`src/rtl/lu_result_buffer.sv`:
```
// rtl/lu_result_buffer.sv - two-entry registered result/flag buffer behind the logic unit
module lu_result_buffer #(
   parameter int DATA_W = 32,
   parameter int TAG_W  = 5,
   parameter int CNT_W  = 16
) (
   input  logic              clk,
   input  logic              rst,
   input  logic              flush,
   input  logic              in_valid,
   output logic              in_ready,
   input  logic [DATA_W-1:0] in_result,
   input  logic              in_za,
   input  logic              in_zb,
   input  logic              in_eq,
   input  logic              in_gt,
   input  logic              in_lt,
   input  logic [TAG_W-1:0]  in_tag,
   output logic              out_valid,
   input  logic              out_ready,
   output logic [DATA_W-1:0] out_result,
   output logic [4:0]        out_flags,
   output logic [TAG_W-1:0]  out_tag,
   output logic [4:0]        flags_q,
   output logic [1:0]        count,
   output logic [CNT_W-1:0]  commit_cnt
);

   logic [DATA_W-1:0] r_h_result;
   logic [4:0]        r_h_flags;
   logic [TAG_W-1:0]  r_h_tag;
   logic [DATA_W-1:0] r_t_result;
   logic [4:0]        r_t_flags;
   logic [TAG_W-1:0]  r_t_tag;
   logic [1:0]        r_count;
   logic [4:0]        r_flags_q;
   logic [CNT_W-1:0]  r_commit_cnt;

   logic [4:0]        w_in_flags;
   logic              w_push;
   logic              w_pop;

   assign w_in_flags = {in_lt, in_gt, in_eq, in_zb, in_za};

   // in_ready deliberately ignores out_ready so no combinational path crosses the stage
   assign in_ready  = (r_count != 2'd2) & ~flush;
   assign out_valid = (r_count != 2'd0);
   assign w_push    = in_valid & in_ready;
   assign w_pop     = out_valid & out_ready & ~flush;

   assign out_result = r_h_result;
   assign out_flags  = r_h_flags;
   assign out_tag    = r_h_tag;
   assign flags_q    = r_flags_q;
   assign count      = r_count;
   assign commit_cnt = r_commit_cnt;

   always_ff @(posedge clk) begin
      if (rst) begin
         r_h_result   <= '0;
         r_h_flags    <= '0;
         r_h_tag      <= '0;
         r_t_result   <= '0;
         r_t_flags    <= '0;
         r_t_tag      <= '0;
         r_count      <= 2'd0;
         r_flags_q    <= '0;
         r_commit_cnt <= '0;
      end else if (flush) begin
         r_count <= 2'd0;
      end else begin
         if (w_pop) begin
            r_flags_q    <= r_h_flags;
            r_commit_cnt <= r_commit_cnt + CNT_W'(1);
         end
         case (r_count)
            2'd0: begin
               if (w_push) begin
                  r_h_result <= in_result;
                  r_h_flags  <= w_in_flags;
                  r_h_tag    <= in_tag;
                  r_count    <= 2'd1;
               end
            end
            2'd1: begin
               if (w_push && w_pop) begin
                  r_h_result <= in_result;
                  r_h_flags  <= w_in_flags;
                  r_h_tag    <= in_tag;
               end else if (w_push) begin
                  r_t_result <= in_result;
                  r_t_flags  <= w_in_flags;
                  r_t_tag    <= in_tag;
                  r_count    <= 2'd2;
               end else if (w_pop) begin
                  r_count <= 2'd0;
               end
            end
            2'd2: begin
               // full: no push is possible, a pop just advances the tail
               if (w_pop) begin
                  r_h_result <= r_t_result;
                  r_h_flags  <= r_t_flags;
                  r_h_tag    <= r_t_tag;
                  r_count    <= 2'd1;
               end
            end
            default: r_count <= 2'd0;
         endcase
      end
   end

endmodule
```
`config.mk`:
```
export PLATFORM = sky130hd
export DESIGN_NAME = lu_result_buffer
export DESIGN_NICKNAME = d
export VERILOG_FILES = /design/src/rtl/lu_result_buffer.sv
export SDC_FILE = /design/constraint.sdc
export NUM_CORES = 1
export LEC_CHECK = 0
export CORE_ASPECT_RATIO = 1.2
export CORE_MARGIN = 2
export CORE_UTILIZATION = 44
export CTS_CLUSTER_SIZE = 10
export DETAILED_ROUTE_END_ITERATION = 6
export HOLD_SLACK_MARGIN = 0.05
export PLACE_DENSITY = 0.76
export SLEW_MARGIN = 10
export SYNTH_ARGS = -nofsm -noshare
export SYNTH_HDL_FRONTEND = slang
export SYNTH_SLANG_ARGS = --single-unit
```
`constraint.sdc`:
```
create_clock -name clk -period 1.5 [get_ports clk]
set_input_delay 0.225 -clock clk [delete_from_list [all_inputs] [get_ports clk]]
set_output_delay 0.225 -clock clk [all_outputs]
set_load 0.05 [all_outputs]
```
==> key figures, run 1 <==
Routing
  – Post-route ant nets: 0
  – Pre-Repair DR Iteration Count: 5
  – Final WL: 15.7 mm
  – DR vias/cell: roughly 5.7
  – Initial drt markers: 260
  – DRC violations left: 0
  – Wire length per cell: around 18 um
  – Total number of vias: about 5000

CTS
  – Root buffer cell: clkbuf_16
  – Clock Sinks: roughly 110
  – Clock Latency Late Sink: 0.34 ns
  – CTS tree: done
  – Hold-fix buffers, CTS: 0
  – CTS max path bufs: 2
  – Clock transition at the registers of the reported paths: ~0.070 ns
  – CTS Buf Count: 9
  – # H-tree levels: 3

Finish
  – P&R area growth vs syn: 62.2%
  – Non-filler cells, final: just under 900
  – Final #Nets: 790
  – Most common cell after layout, fill and taps aside: nand2_1
  – Final Core Density: around three quarters
  – # diodes: 0
  – Most frequent cells in the layout: nand2_1 (162), dfxtp_1 (94), buf_4 (87)
  – Share of cells above drive strength 1: 37.8%

Synthesis
  – Cells taking the most area after synthesis: dfxtp_1 (47%), nand2_1 (15%), a21oi_1 (11%), a211o_1 (8.1%), o21ai_0 (5.2%)
  – Synth top area share: 47.0%
  – Yosys reg bits: approximately 110
  – Syn avg cell area: ~7.6 sq um
  – Yosys top cell by area: dfxtp_1
  – Synth warn: 0
  – Synth cell types: 33
  – Synth Instances: approximately 600
  – Syn Nets: between 600 and 700
  – Register area share after synthesis: a little under half
  – Synthesized cell area: approximately 4600 sq um

Critical path
  – Reg2reg end: commit_cnt[12]$_SDFFE_PP0P_
  – Data arrival, critical path: ~1.9 ns
  – Worst Path Max Fanout: 5
  – Critical Path Start Type: flop
  – CP max stage cell: or4_4
  – Flop2flop setup slack: -0.12 ns
  – Critical Path Max Stage Delay: ~0.49 ns
  – Crit Path Category: flop to flop
  – Worst path required time: between 1.5 and 2 ns
  – Cells along the critical path: ha_4 > nand2_2 > or3_4 > or4_4 > a21oi_2
  – Worst reg2reg path depth: 5
  – Worst Setup End Kind: flop
  – Origin of the critical flop-to-flop path: commit_cnt[1]$_SDFFE_PP0P_

Place
  – Setup slack at placement: -0.502 ns
  – GPL Wtd Cong: about 0.83
  – PortBufs: 113
  – HPWL Detailed: 8.51 mm
  – Cells after DPL: 826

Floorplan
  – Die Width: roughly 97 um
  – Starting Density: a little under half
  – Die Area: between 10000 and 15000 sq um
  – Die height: 116 um
  – Cell row count: 40
  – CORE AREA: 10100 sq um
  – I/O Pins: 114

Global routing
  – GRT Total Usage: between 20% and 30%
  – GR Overflow Total: 0
  – Vias in the first global route: between 4000 and 5000
  – Initial antenna violation count: 0
  – First-pass GRT wire length: 21.2 mm
  – Largest net degree at the start of global routing: 40

Timing
  – Pins Over Slew Limit: 0
  – Final hold vios: 0
  – Fmax: ~620 MHz
  – RSZ-0062 raised after global routing: yes
  – Min Tclk post-route: roughly 1.6 ns
  – Worst slew margin: just under 70%
  – Final period util: 108%
  – Sum Neg Setup Slack: -3.26 ns
  – Setup ws final: -0.120 ns
  – Final setup viols: 81
  – Actual slew at the worst max-slew pin: roughly 0.47 ns
  – Clock Skews: roughly 0.0072 ns

Hold path
  – Hold EP: commit_cnt[8]$_SDFFE_PP0P_
  – Hold Path Depth: 2
  – Hold_sp: rst
  – Hold Path Class: input pin to flop

Outcome
  – Failing checks: negative setup slack
  – Run status: finished with violations

Pwr
  – Pwr Density: ~870 nW/um^2
  – VDD IR max: 0.000778 V
  – Static Leak: about 2.8 nW
  – Total power: around 6.4 mW

Job
  – # Max-Cap Violations: 0
synthesized netlist by cell type:
cell / count
nand2_1: 187
buf_6: 1
or4_1: 4
o22a_1: 1
xnor2_1: 4
dfxtp_1: 107
nor2b_1: 2
and3b_1: 1
o31ai_1: 4
xor2_1: 2
and4_1: 1
nand2b_4: 1
a211o_1: 42
nor3_1: 2
or3_1: 8
buf_2: 5
nand2b_1: 3
a21oi_1: 102
clkbuf_1: 45
and3_1: 1
o21a_1: 1
buf_1: 1
nor4b_1: 1
nand4_1: 2
o21ai_0: 47
and2b_1: 1
inv_1: 2
nor3_2: 1
nor2_1: 8
nand3_1: 6
ha_1: 1
nor4_1: 2
nor2_2: 1
state kept, by name, indices dropped and copies added (netlist names):
name	flops
count	2
out_result	32
r_t_result	32
r_t_tag	5
commit_cnt	16
r_t_flags	5
out_tag	5
flags_q	5
out_flags	5
area by class of cell:
class	instances	area (sq um)
Fill cell	724	2660
Timing Repair Buffer	186	2120
Multi-Input combinational cell	436	2630
Tap cell	126	158
Clock buffer	10	239
Sequential cell	107	2180
Clock inverter	6	62.6
Inverter	2	7.51
timing repair:
action	CTS	global route
resized for setup	28	149
gates cloned	4	17
setup buffers	4	9
endpoints found under the setup margin	73	93
hold endpoints to repair	0	0
pin swaps	4	47
critical path: cells and delay by family, from the launching register on:
kind                     cells  cell delay (ns)
adder cells (fa/ha/maj)      1             0.14
AND/OR/NAND/NOR              3             0.90
AO/OA/AOI/OAI                1             0.14
flip-flops                   1             0.37
metrics by stage:
stage | cell area [sq um] | hold slack (ns)
finish | 7400 | 0.235
global placement | 6090 | 0.441
floorplan | 4680 | 0.361
detailed placement | 6090 | 0.447
CTS | 6620 | 0.231
global route | 7400 | 0.260
power breakdown:
| part | internal, mW | total (mW) | leakage, nW | switching, mW |
|---|---|---|---|---|
| clock | 1.34 | 2.44 | 0.153 | 1.10 |
| combinational | 0.459 | 1.05 | 1.76 | 0.595 |
| sequential | 2.89 | 2.94 | 0.876 | 0.0505 |
| total | 4.69 | 6.43 | 2.79 | 1.74 |
cell families (layout without fill, tap and decap cells):
group,count (synthesis),in the layout,synth area share (%)
compound gates,197,197,25.4
xor+xnor,6,6,1.15
fa+ha+maj,1,1,0.274
buf+inv,54,204,4.74
flops,107,107,47.0
simple gates,232,232,21.4
routing by layer:
layer	vias to the layer above	share of wire, %	track usage, %
li1	2361	-	-
met4	0	1.9	6.67
met3	26	6.5	5.49
met1	2377	40	27.8
met2	194	51	40.9
met5	-	0	0
worst max-delay path by stage:
stage               slack, ns  cells after the start                  startpoint                           to
detailed placement      -0.50                      5                   out_ready  commit_cnt[12]$_SDFFE_PP0P_
global placement        -0.46                      5                   out_ready  commit_cnt[15]$_SDFFE_PP0P_
global route            -0.17                      5  commit_cnt[1]$_SDFFE_PP0P_  commit_cnt[12]$_SDFFE_PP0P_
finish                  -0.12                      5  commit_cnt[1]$_SDFFE_PP0P_  commit_cnt[12]$_SDFFE_PP0P_
CTS                     -0.11                      5  commit_cnt[1]$_SDFFE_PP0P_  commit_cnt[12]$_SDFFE_PP0P_
floorplan               -0.25                      6  commit_cnt[1]$_SDFFE_PP0P_  commit_cnt[12]$_SDFFE_PP0P_
No activity file was read; power rests on OpenSTA's default activity.
==> run 2: changes to the inputs <==
CORE_UTILIZATION = 53   (was 44)
PLACE_DENSITY = 0.85   (was 0.76)
clock period = 1.94 ns   (was 1.5 ns; I/O delays follow)
==> run 2 against run 1 <==
Net effect: the flow now finishes without violations; clock skew increased by 0.0036 ns; first-iteration DRC count is 9.6% higher; global-route usage is 2.4 points higher; routed wire length is 23% lower; final area shrank 18%; via count decreased by 7.3%; critical path type is now flop to output pin.
==> key figures, run 2 (synthesis gave the netlist of run 1 again) <==
Timing
  – Worst hold slack: a little under 0.4 ns
  – Fmax: between 500 and 600 MHz
  – Sum Neg Setup Slack: 0 ns
  – Final period util: between 90% and 100%
  – Clock Skews: approximately 0.011 ns
  – Min Tclk post-route: around 1.9 ns
  – Final setup viols: 0
  – Final hold vios: 0
  – RSZ-0062 raised after global routing: no
  – Actual slew at the worst max-slew pin: between 0.5 and 0.6 ns
  – Worst slew margin: between 60% and 70%
  – Pins Over Slew Limit: 0

Pwr
  – Pwr Density: 694 nW/um^2
  – VDD IR max: 0.000415 V
  – Static Leak: roughly 2.2 nW

CTS
  – Root buffer cell: clkbuf_8
  – Hold-fix buffers, CTS: 0
  – Post-CTS Setup Repair Bufs: 0
  – CTS Buf Count: 9
  – Clock Sinks: approximately 110
  – Clock Latency Late Sink: ~0.36 ns
  – CTS max path bufs: 2
  – # H-tree levels: 3
  – CTS tree: done
  – Clock transition at the registers of the reported paths: roughly 0.09 ns

Critical path
  – Data arrival, critical path: about 1.6 ns
  – Worst Path Max Fanout: 3
  – Worst path bufs/invs: 1
  – Cells along the critical path: clkdlybuf4s50_1
  – Critical Path Max Stage Delay: 0.86 ns
  – Crit Path Category: flop to output pin
  – Worst Setup End Kind: output pin
  – Critical Path Start Type: flop
  – Worst path required time: around 1.7 ns
  – Top delay family on crit path: buffers and inverters
  – CP max stage cell: clkdlybuf4s50_1

Floorplan
  – Die Width: between 80 and 90 um
  – CORE AREA: between 8000 and 9000 sq um
  – Starting Density: a little over half
  – Cell row count: 37
  – I/O Pins: 114
  – Die Area: 9370 sq um
  – Die height: between 100 and 150 um

Finish
  – FILL cells: ~640
  – Storage cell area: approximately 2200 sq um
  – Share of cells above drive strength 1: 8.73%
  – Multi-input logic area: about 2200 sq um
  – Most common cell after layout, fill and taps aside: nand2_1
  – P&R area growth vs syn: 33.5%
  – Final #Nets: approximately 740
  – Post-route cell area: ~6100 sq um
  – # diodes: 0
  – Most frequent cells in the layout: nand2_1 (187), clkdlybuf4s50_1 (104), a21oi_1 (101)

Global routing
  – GR Layer Usage met1: between 30% and 40%
  – Global-route met2 utilization: 43.0%
  – Largest net degree at the start of global routing: 51
  – GRT Total Usage: about a quarter
  – Initial antenna violation count: 0
  – GR peak layer: met2
  – First-pass GRT wire length: 19.3 mm
  – GR Overflow Total: 0
  – Vias in the first global route: ~4200
  – GR Util met3: slightly below 5%

Place
  – GPL Wtd Cong: 0.902
  – PortBufs: 113
  – HPWL Detailed: 8.26 mm
  – Placed Instance Area: just under 6000 sq um

Routing
  – Pre-Repair DR Iteration Count: 7
  – Wire length per cell: approximately 15 um
  – DR vias/cell: ~5.6
  – Initial drt markers: between 200 and 300
  – Post-route ant nets: 0
  – Total number of vias: 4594
  – DRC violations left: 0
  – Final WL: 12.1 mm

Hold path
  – Hold Path Class: input pin to flop

Outcome
  – Run status: finished, final reports clean

Job
  – # Max-Cap Violations: 0
## run 2: final cells by class
class | instances | area share, %
Clock buffer | 12 | 2.71
Clock inverter | 4 | 0.555
Inverter | 2 | 0.123
Multi-Input combinational cell | 436 | 36.8
Sequential cell | 107 | 35.3
Tap cell | 117 | 2.40
Timing Repair Buffer | 138 | 22.1
## run 2: worst paths after layout
check | depth (start not counted) | start | slack, ns | end
max | 1 | out_flags[4]$_SDFFE_PP0P_ | 0.04 | out_flags[4]
min | 2 | rst | 0.39 | commit_cnt[5]$_SDFFE_PP0P_
max reg2reg | 5 | commit_cnt[0]$_SDFFE_PP0P_ | 0.16 | commit_cnt[14]$_SDFFE_PP0P_
min reg2reg | 2 | r_t_result[4]$_SDFFE_PP0P_ | 0.46 | r_t_result[4]$_SDFFE_PP0P_
## run 2: what timing repair did
action                     4_1_cts  5_1_grt
resized for setup                1        4
setup endpoints to repair        1        4
gates cloned                     0        0
## run 2: power by group
| group | total (mW) | internal (mW) | leakage, nW | switching (mW) |
|---|---|---|---|---|
| Clock | 1.32 | 0.580 | 0.0988 | 0.743 |
| Sequential | 2.28 | 2.25 | 0.871 | 0.0305 |
| Combinational | 0.628 | 0.247 | 1.19 | 0.381 |
## run 2: metrics by stage
step,util (%),std cells,worst slack [ns],total power [mW]
after global placement,69.4,800,-0.163,2.94
after floorplan,-,597,0.0271,2.68
after detailed placement,69.4,800,-0.226,2.95
after CTS,71.7,816,0.00639,4.25
after global routing,71.9,816,0.00518,4.38
final,71.9,816,0.0438,4.23
## run 2: layer usage
layer,part of all wire (%),vias up,routed length (um)
met2,50,197,6040
li1,-,2232,-
met3,7.2,20,876
met5,0,-,0
met4,1.4,0,172
met1,42,2145,5040
